<file path="src/rtl/polybius_pkg.sv">
// Shared types, constants and symbol helpers for the keyed 5x5 Polybius cipher.
package polybius_pkg;

  localparam int SQ_N    = 5;
  localparam int SQ_SIZE = 25;
  localparam int ALPHA_N = 26;

  typedef enum logic [1:0] {KEY_LOAD, BUILD, READY} state_t;
  typedef enum logic {ENCRYPT = 1'b0, DECRYPT = 1'b1} mode_t;

  typedef logic [4:0] letter_idx_t;  // A=0 .. Z=25
  typedef logic [4:0] sq_pos_t;      // row-major square position 0..24

  localparam letter_idx_t IDX_I       = 5'd8;
  localparam letter_idx_t IDX_J       = 5'd9;
  localparam letter_idx_t LETTER_NONE = 5'd31;

  // Fold lower case to upper case and J onto I; anything else is LETTER_NONE.
  function automatic letter_idx_t to_idx(input logic [7:0] c);
    logic [7:0] u;
    u = (c >= 8'h61 && c <= 8'h7A) ? c - 8'd32 : c;
    if (u < 8'h41 || u > 8'h5A) return LETTER_NONE;
    if (u == 8'h4A) return IDX_I;
    return letter_idx_t'(u - 8'h41);
  endfunction

  // A code is valid only when both decimal digits are in 1..SQ_N.
  function automatic logic code_ok(input logic [7:0] c);
    logic [7:0] tens;
    logic [7:0] units;
    tens  = c / 8'd10;
    units = c % 8'd10;
    return tens >= 8'd1 && tens <= 8'(SQ_N) && units >= 8'd1 && units <= 8'(SQ_N);
  endfunction

  function automatic sq_pos_t code_to_pos(input logic [7:0] c);
    logic [7:0] p;
    p = (c / 8'd10 - 8'd1) * 8'(SQ_N) + (c % 8'd10) - 8'd1;
    return sq_pos_t'(p);
  endfunction

  function automatic logic [7:0] pos_to_code(input sq_pos_t pos);
    logic [7:0] p;
    p = {3'b000, pos};
    return (p / 8'(SQ_N) + 8'd1) * 8'd10 + p % 8'(SQ_N) + 8'd1;
  endfunction

endpackage

</file>
<file path="src/rtl/polybius_stream_cipher_if.sv">
// Key stream, message input and result output handshakes of the Polybius cipher.
interface polybius_stream_cipher_if;
  logic       key_valid;
  logic       key_ready;
  logic [7:0] key_data;
  logic       key_last;
  logic       in_valid;
  logic       in_ready;
  logic [7:0] in_data;
  logic       in_last;
  logic       out_valid;
  logic       out_ready;
  logic [7:0] out_data;
  logic       out_last;

  modport master (
    output key_valid, key_data, key_last, in_valid, in_data, in_last, out_ready,
    input  key_ready, in_ready, out_valid, out_data, out_last
  );

  modport slave (
    input  key_valid, key_data, key_last, in_valid, in_data, in_last, out_ready,
    output key_ready, in_ready, out_valid, out_data, out_last
  );
endinterface

</file>
<file path="src/rtl/polybius_square.sv">
// Keyed square store: square table, letter->position inverse table, used bitmap,
// fill pointer and the alphabet build sequencer.
module polybius_square
  import polybius_pkg::*;
#(
  parameter int KEY_MAX = 16
) (
  input  logic        clk,
  input  logic        rst_n,
  input  logic        clear,
  input  logic        key_we,
  input  letter_idx_t key_idx,
  input  logic        build_en,
  output logic        done,
  input  letter_idx_t enc_idx,
  output sq_pos_t     enc_pos,
  input  sq_pos_t     dec_pos,
  output letter_idx_t dec_idx
);

  localparam logic [4:0] KEY_LIM = 5'(KEY_MAX);

  letter_idx_t        square [SQ_SIZE];
  sq_pos_t            inv    [ALPHA_N];
  logic [ALPHA_N-1:0] used;
  logic [4:0]         fill_ptr;
  logic [4:0]         build_idx;
  logic               wr_en;
  letter_idx_t        wr_idx;

  // NOTE: defaults come first so every path assigns wr_en/wr_idx; a missing default infers a latch.
  always_comb begin
    wr_en  = 1'b0;
    wr_idx = key_idx;
    if (key_we) begin
      wr_en = key_idx != LETTER_NONE && !used[key_idx] && fill_ptr < KEY_LIM;
    end else if (build_en && build_idx < 5'(ALPHA_N)) begin
      wr_idx = build_idx;
      wr_en  = build_idx != IDX_J && !used[build_idx] && fill_ptr != 5'(SQ_SIZE);
    end
  end

  // Counting the write in flight lets BUILD finish on the cycle that places the 25th letter.
  assign done = fill_ptr == 5'(SQ_SIZE) || (wr_en && fill_ptr == 5'(SQ_SIZE - 1));

  // NOTE: non-blocking (<=) for all state so every flop samples pre-edge values.
  // NOTE: the tables are flops, not RAM, so they clear in one cycle on reset and rekey.
  always_ff @(posedge clk or negedge rst_n) begin
    if (!rst_n) begin
      used      <= '0;
      fill_ptr  <= '0;
      build_idx <= '0;
      for (int i = 0; i < SQ_SIZE; i++) square[i] <= '0;
      for (int i = 0; i < ALPHA_N; i++) inv[i] <= '0;
    end else if (clear) begin
      used      <= '0;
      fill_ptr  <= '0;
      build_idx <= '0;
      for (int i = 0; i < SQ_SIZE; i++) square[i] <= '0;
      for (int i = 0; i < ALPHA_N; i++) inv[i] <= '0;
    end else begin
      if (build_en && build_idx < 5'(ALPHA_N)) build_idx <= build_idx + 5'd1;
      if (wr_en) begin
        square[fill_ptr] <= wr_idx;
        inv[wr_idx]      <= fill_ptr;
        used[wr_idx]     <= 1'b1;
        fill_ptr         <= fill_ptr + 5'd1;
      end
    end
  end

  assign enc_pos = (enc_idx < 5'(ALPHA_N)) ? inv[enc_idx] : '0;
  assign dec_idx = (dec_pos < 5'(SQ_SIZE)) ? square[dec_pos] : '0;

endmodule

</file>
<file path="src/rtl/polybius_stream_cipher.sv">
// Byte-serial keyed Polybius encrypt/decrypt engine: FSM, handshakes, output register.
// Define POLY_ERR_CNT_EN to add the saturating invalid-symbol counter err_cnt.
module polybius_stream_cipher
  import polybius_pkg::*;
#(
  parameter int KEY_MAX = 16
`ifdef POLY_ERR_CNT_EN
  , parameter int CNT_W = 16
`endif
) (
  input  logic                      clk,
  input  logic                      rst_n,
  polybius_stream_cipher_if.slave   bus,
  input  logic                      rekey,
  input  logic                      mode,
  output logic                      sq_ready
`ifdef POLY_ERR_CNT_EN
  , output logic [CNT_W-1:0]        err_cnt
`endif
);

  state_t      state, state_nxt;
  logic        in_flight, in_flight_nxt;
  logic        rekey_pend, rekey_req;
  mode_t       mode_q, cur_mode;
  logic        key_fire, in_fire;
  logic        sq_clear, sq_build, sq_done;
  letter_idx_t in_idx, dec_idx;
  sq_pos_t     enc_pos;
  logic [7:0]  result;

  assign key_fire      = bus.key_valid && bus.key_ready && !rekey;
  assign in_fire       = bus.in_valid && bus.in_ready;
  assign in_flight_nxt = in_fire ? !bus.in_last : in_flight;
  assign rekey_req     = rekey || rekey_pend;
  assign cur_mode      = in_flight ? mode_q : mode_t'(mode);
  assign in_idx        = to_idx(bus.in_data);

  polybius_square #(.KEY_MAX(KEY_MAX)) u_square (
    .clk      (clk),
    .rst_n    (rst_n),
    .clear    (sq_clear),
    .key_we   (key_fire),
    .key_idx  (to_idx(bus.key_data)),
    .build_en (sq_build),
    .done     (sq_done),
    .enc_idx  (in_idx),
    .enc_pos  (enc_pos),
    .dec_pos  (code_to_pos(bus.in_data)),
    .dec_idx  (dec_idx)
  );

  always_ff @(posedge clk or negedge rst_n) begin
    if (!rst_n) state <= KEY_LOAD;
    else        state <= state_nxt;
  end

  // A rekey in READY waits until no message is in flight after this cycle.
  always_comb begin
    state_nxt = state;
    unique case (state)
      KEY_LOAD: if (key_fire && bus.key_last) state_nxt = BUILD;
      BUILD:    if (rekey) state_nxt = KEY_LOAD;
                else if (sq_done) state_nxt = READY;
      READY:    if (rekey_req && !in_flight_nxt) state_nxt = KEY_LOAD;
      default:  state_nxt = KEY_LOAD;
    endcase
  end

  always_comb begin
    bus.key_ready = state == KEY_LOAD;
    sq_ready      = state == READY;
    bus.in_ready  = state == READY && (!bus.out_valid || bus.out_ready);
    sq_build      = state == BUILD && !rekey;
    sq_clear      = (rekey && state != READY) || (state == READY && state_nxt == KEY_LOAD);
  end

  always_ff @(posedge clk or negedge rst_n) begin
    if (!rst_n) begin
      in_flight  <= 1'b0;
      rekey_pend <= 1'b0;
      mode_q     <= ENCRYPT;
    end else begin
      in_flight  <= in_flight_nxt;
      rekey_pend <= state == READY && rekey_req && in_flight_nxt;
      if (in_fire) mode_q <= cur_mode;
    end
  end

  always_comb begin
    result = 8'd0;
    if (cur_mode == DECRYPT) begin
      if (code_ok(bus.in_data)) result = 8'h41 + {3'b000, dec_idx};
    end else if (in_idx != LETTER_NONE) begin
      result = pos_to_code(enc_pos);
    end
  end

  // Output register holds its beat until the consumer takes it.
  always_ff @(posedge clk or negedge rst_n) begin
    if (!rst_n) begin
      bus.out_valid <= 1'b0;
      bus.out_data  <= 8'd0;
      bus.out_last  <= 1'b0;
    end else if (in_fire) begin
      bus.out_valid <= 1'b1;
      bus.out_data  <= result;
      bus.out_last  <= bus.in_last;
    end else if (bus.out_ready) begin
      bus.out_valid <= 1'b0;
    end
  end

`ifdef POLY_ERR_CNT_EN
  always_ff @(posedge clk or negedge rst_n) begin
    if (!rst_n) err_cnt <= '0;
    else if (in_fire && result == 8'd0 && err_cnt != '1) err_cnt <= err_cnt + CNT_W'(1);
  end
`endif

endmodule

</file>
<file path="src/flat_wrapper.sv">
// flat-port wrapper written by rule: the top's interface ports become plain ports
module polybius_stream_cipher_flat import polybius_pkg::*;
#(
  parameter int KEY_MAX = 16

)
  (clk, rst_n, rekey, mode, sq_ready, bus_key_valid, bus_key_data, bus_key_last, bus_in_valid, bus_in_data, bus_in_last, bus_out_ready, bus_key_ready, bus_in_ready, bus_out_valid, bus_out_data, bus_out_last);
  polybius_stream_cipher_if bus_i ();
  input  logic clk;
  input  logic rst_n;
  input  logic rekey;
  input  logic mode;
  output logic sq_ready;
  input wire logic [$bits(bus_i.key_valid)-1:0] bus_key_valid;
  input wire logic [$bits(bus_i.key_data)-1:0] bus_key_data;
  input wire logic [$bits(bus_i.key_last)-1:0] bus_key_last;
  input wire logic [$bits(bus_i.in_valid)-1:0] bus_in_valid;
  input wire logic [$bits(bus_i.in_data)-1:0] bus_in_data;
  input wire logic [$bits(bus_i.in_last)-1:0] bus_in_last;
  input wire logic [$bits(bus_i.out_ready)-1:0] bus_out_ready;
  output wire logic [$bits(bus_i.key_ready)-1:0] bus_key_ready;
  output wire logic [$bits(bus_i.in_ready)-1:0] bus_in_ready;
  output wire logic [$bits(bus_i.out_valid)-1:0] bus_out_valid;
  output wire logic [$bits(bus_i.out_data)-1:0] bus_out_data;
  output wire logic [$bits(bus_i.out_last)-1:0] bus_out_last;
  assign bus_i.key_valid = bus_key_valid;
  assign bus_i.key_data = bus_key_data;
  assign bus_i.key_last = bus_key_last;
  assign bus_i.in_valid = bus_in_valid;
  assign bus_i.in_data = bus_in_data;
  assign bus_i.in_last = bus_in_last;
  assign bus_i.out_ready = bus_out_ready;
  assign bus_key_ready = bus_i.key_ready;
  assign bus_in_ready = bus_i.in_ready;
  assign bus_out_valid = bus_i.out_valid;
  assign bus_out_data = bus_i.out_data;
  assign bus_out_last = bus_i.out_last;
  polybius_stream_cipher #(.KEY_MAX(KEY_MAX)) u_core (.clk(clk), .rst_n(rst_n), .bus(bus_i), .rekey(rekey), .mode(mode), .sq_ready(sq_ready));
endmodule
</file>
<file path="config.mk">
export PLATFORM = sky130hd
export DESIGN_NAME = polybius_stream_cipher_flat
export DESIGN_NICKNAME = d
export VERILOG_FILES = /design/src/rtl/polybius_pkg.sv /design/src/rtl/polybius_stream_cipher_if.sv /design/src/rtl/polybius_square.sv /design/src/rtl/polybius_stream_cipher.sv /design/src/flat_wrapper.sv
export SDC_FILE = /design/constraint.sdc
export NUM_CORES = 1
export LEC_CHECK = 0
export CORE_UTILIZATION = 63
export CTS_CLUSTER_DIAMETER = 200
export DETAILED_ROUTE_END_ITERATION = 8
export GPL_ROUTABILITY_DRIVEN = 0
export PLACE_DENSITY_LB_ADDON = 0.15
export SYNTH_ARGS = -nofsm -noshare
export SYNTH_HDL_FRONTEND = slang
export SYNTH_SLANG_ARGS = --single-unit
</file>
<file path="constraint.sdc">
create_clock -name clk -period 9.8 [get_ports clk]
set_input_delay 0.98 -clock clk [delete_from_list [all_inputs] [get_ports clk]]
set_output_delay 0.98 -clock clk [all_outputs]
set_load 0.05 [all_outputs]
</file>
==> impl_metrics.yaml <==
worst_setup_path:
  crit_type: "in2reg"
  critPathLaunch: "bus_in_data[0]"
  rrSetupSlack_ns: 2.05
  crit_family: "compound AO/OA/AOI/OAI gates"
  slowest_stage: "or4b_4"
  path_buf_inv: 9
  crit_required_ns: 10.18
  cp-end-kind: "flip-flop"
  cp_max_fo: 10
  cp_common_cell: "ha_1"
  arrival_ns: 9.90
  r2r_start: "u_core.u_square.inv[97]"
  worst_path_largest_cell_delay_ns: 0.54
  cp-start-kind: "primary input"
pwr:
  ir_drop_v: 0.000168
  p_comb_frac: 0.235
  p_int_mw: 2.39
  p_switching_mw: 1.05
  p_per_area_nw_per_um2: 169
  power_frac_seq: 0.370
  clkPwrFrac: 0.395
  sw_frac_of_total: 0.306
  leakagePower_nw: 9.99
synthesis:
  yosysSeqAreaShare: 0.423
  synth_area_um2: 18100
  synthTopCellsByCount: "nor2_1 (399), dfrtp_1 (306), mux2i_1 (242), nand2_1 (131), a21oi_1 (129)"
  synth.net_count: 1952
  synth_cell_types: 98
  yosys.area.top_type: "dfrtp_1"
  async_flop_share: 1.00
  synth_area_leaders: "dfrtp_1 (42%), mux2i_1 (13%), nor2_1 (8.3%), mux4_2 (5.1%), a21oi_1 (3.6%)"
  ys_ff_latch: 306
  avgSynthCellArea_um2: 9.63
  synthMostInstantiatedCell: "nor2_1"
  ys.flop_type: "dfrtp_1"
  synth-edff-count: 0
  synth_top_area_frac: 0.423
  synthCells: 1879
  yosys_warnings: 0
routing:
  antenna_left: 0
  routed_wl_um: 50600
  wl_met1_um: 21200
  wl_met2_um: 22600
  via_count: 15161
  viasPerCell: 6.55
  wire_per_inst_um: 21.9
  met3_length_um: 4930
  drc: 0
  dr.max_layer_used: "met4"
  drt-initial-drc-count: 1856
  dr.pass1.iters: 8
clocking:
  tritoncts: "yes"
  insertion_delay_ns: 0.53
  clockRootBuffer: "clkbuf_16"
  cts_inserted_buffers: 34
  h-tree-depth: 2
  clk_pin_slew_worst_paths_ns: 0.06
  cts.sinks: 306
  cts.path.max_buffers: 3
sta:
  hold_viol: 0
  max_slew_margin: 0.232
  tightest_slew_ns: 1.15
  fin_worst_skew_ns: 0.0169
  clock.fmax_ghz: 0.105
  min_period_ns: 9.51
  post-route-period-util: 0.971
  hold_ws_ns: 0.481
  slew_viol_final: 0
  finalSetupViolations: 0
global_routing:
  grt_start_max_net_pins: 179
  antenna_found_initial: 0
  grt_pass1_wl_um: 78900
  globalRoute.totalOverflow: 0
  grt_util_all_layers: 0.347
  grt_pass1_vias: 14372
cells_and_area:
  nets: 1986
  area_growth_pct: 12.4
  stdcell_area_um2: 20300
  post_route_cells_drive_above_1_share: 0.127
  num_antenna_cells: 0
floorplan:
  die_x_um: 171
  start_util: 0.646
  coreArea_um2: 28000
  die_height_um: 171
  die-area_um2: 29400
  rows: 61
  io_pins: 38
flow_run:
  drv_cap: 0
placement:
  port_buffers: 37
  placed_area_um2: 18900
  hpwlAfterDp_um: 33300
status:
  status: "completed"
hold_path:
  hp-start: "u_core.bus.out_data[0]"
  min_path_type: "reg2reg"
-- layer usage --
| layer | track usage | vias to the layer above |
|---|---|---|
| met4 | 0.125 | 0 |
| met1 | 0.497 | 7459 |
| met5 | 0 | - |
| met2 | 0.523 | 872 |
| li1 | - | 6667 |
| met3 | 0.0695 | 163 |
-- worst register-to-register path, delay by kind of cell, from the launching register on --
| kind | cells | cell delay, ns |
|---|---|---|
| simple gates | 7 | 1.59 |
| buf+inv | 4 | 0.47 |
| fa+ha+maj | 6 | 1.54 |
| flops | 1 | 0.38 |
| compound gates | 14 | 3.10 |
| mux | 2 | 0.32 |
| xor+xnor | 1 | 0.20 |
-- logic make-up (layout without fill, tap and decap cells) --
logic type	Yosys count	in the layout	share of synthesized area
AND/OR/NAND/NOR	670	671	0.160
XOR/XNOR	45	45	0.0218
AO/OA/AOI/OAI	336	337	0.125
adder cells (fa/ha/maj)	50	50	0.0355
flip-flops	306	306	0.423
multiplexers	293	293	0.191
buffers and inverters	179	233	0.0427
-- power groups by stage --
stage               clock [mW]  sequential, mW  combinational [mW]
floorplan                    0            1.29               0.553
global route              1.42            1.27               0.863
detailed placement           0            1.29               0.782
finish                    1.36            1.27               0.808
global placement             0            1.29               0.773
CTS                       1.37            1.27               0.784
-- metrics by stage --
stage | TNS [ns] | worst slack, ns | total power [mW] | std cells | utilization
3_3_place_gp | 0 | 0.0505 | 2.07 | 2234 | 0.674
3_5_place_dp | -0.342 | -0.303 | 2.08 | 2234 | 0.674
2_1_floorplan | 0 | 0.199 | 1.85 | 1879 | -
4_1_cts | 0 | 0.219 | 3.42 | 2292 | 0.717
6_report | 0 | 0.289 | 3.44 | 2313 | 0.726
5_1_grt | -0.183 | -0.183 | 3.56 | 2313 | 0.726
-- cell type report --
| class | count | area, um2 |
|---|---|---|
| Clock buffer | 47 | 1020 |
| Clock inverter | 11 | 186 |
| Fill cell | 2052 | 7670 |
| Inverter | 59 | 221 |
| Multi-Input combinational cell | 1396 | 9800 |
| Sequential cell | 306 | 7660 |
| Tap cell | 378 | 473 |
| Timing Repair Buffer | 116 | 982 |
-- worst paths after layout --
check,to,cells past startpoint
max,u_core.bus.out_data[7],42
min,u_core.bus.out_data[0],2
max reg2reg,u_core.bus.out_data[7],34
min reg2reg,u_core.bus.out_data[0],2
max in group asynchronous,u_core.u_square.inv[119],2
min in group asynchronous,u_core.u_square.square[36],1
-- state kept, by name (all words and copies together) (netlist names), 2 cells and up --
register                   flops
u_core.u_square.build_idx      5
u_core.u_square.fill_ptr       5
u_core.u_square.square       125
u_core.u_square.used          26
u_core.u_square.inv          130
u_core.state                   2
u_core.bus.out_data            8
-- timing repair --
action	CTS	global route
setup endpoints to repair	0	2
hold buffers	0	0
buffers inserted	0	18
gates resized for setup	0	20
-- placed cells by master (no fill, tap or decap), types with 12 or more instances in the layout --
cell | Yosys | final
xor2_1 | 16 | 16
nor2_1 | 399 | 398
clkbuf_8 | 0 | 12
dfrtp_1 | 306 | 305
a21oi_1 | 129 | 125
inv_1 | 55 | 54
nand3_1 | 27 | 26
o21ai_0 | 51 | 50
nor3_1 | 21 | 20
mux4_2 | 41 | 41
xnor2_1 | 29 | 28
buf_4 | 4 | 76
clkbuf_16 | 0 | 34
a211oi_1 | 12 | 12
nand2_1 | 131 | 130
ha_1 | 45 | 42
mux2i_1 | 242 | 242
clkdlybuf4s50_1 | 0 | 36
and2_1 | 16 | 16
(Power assumes the default switching activity.)
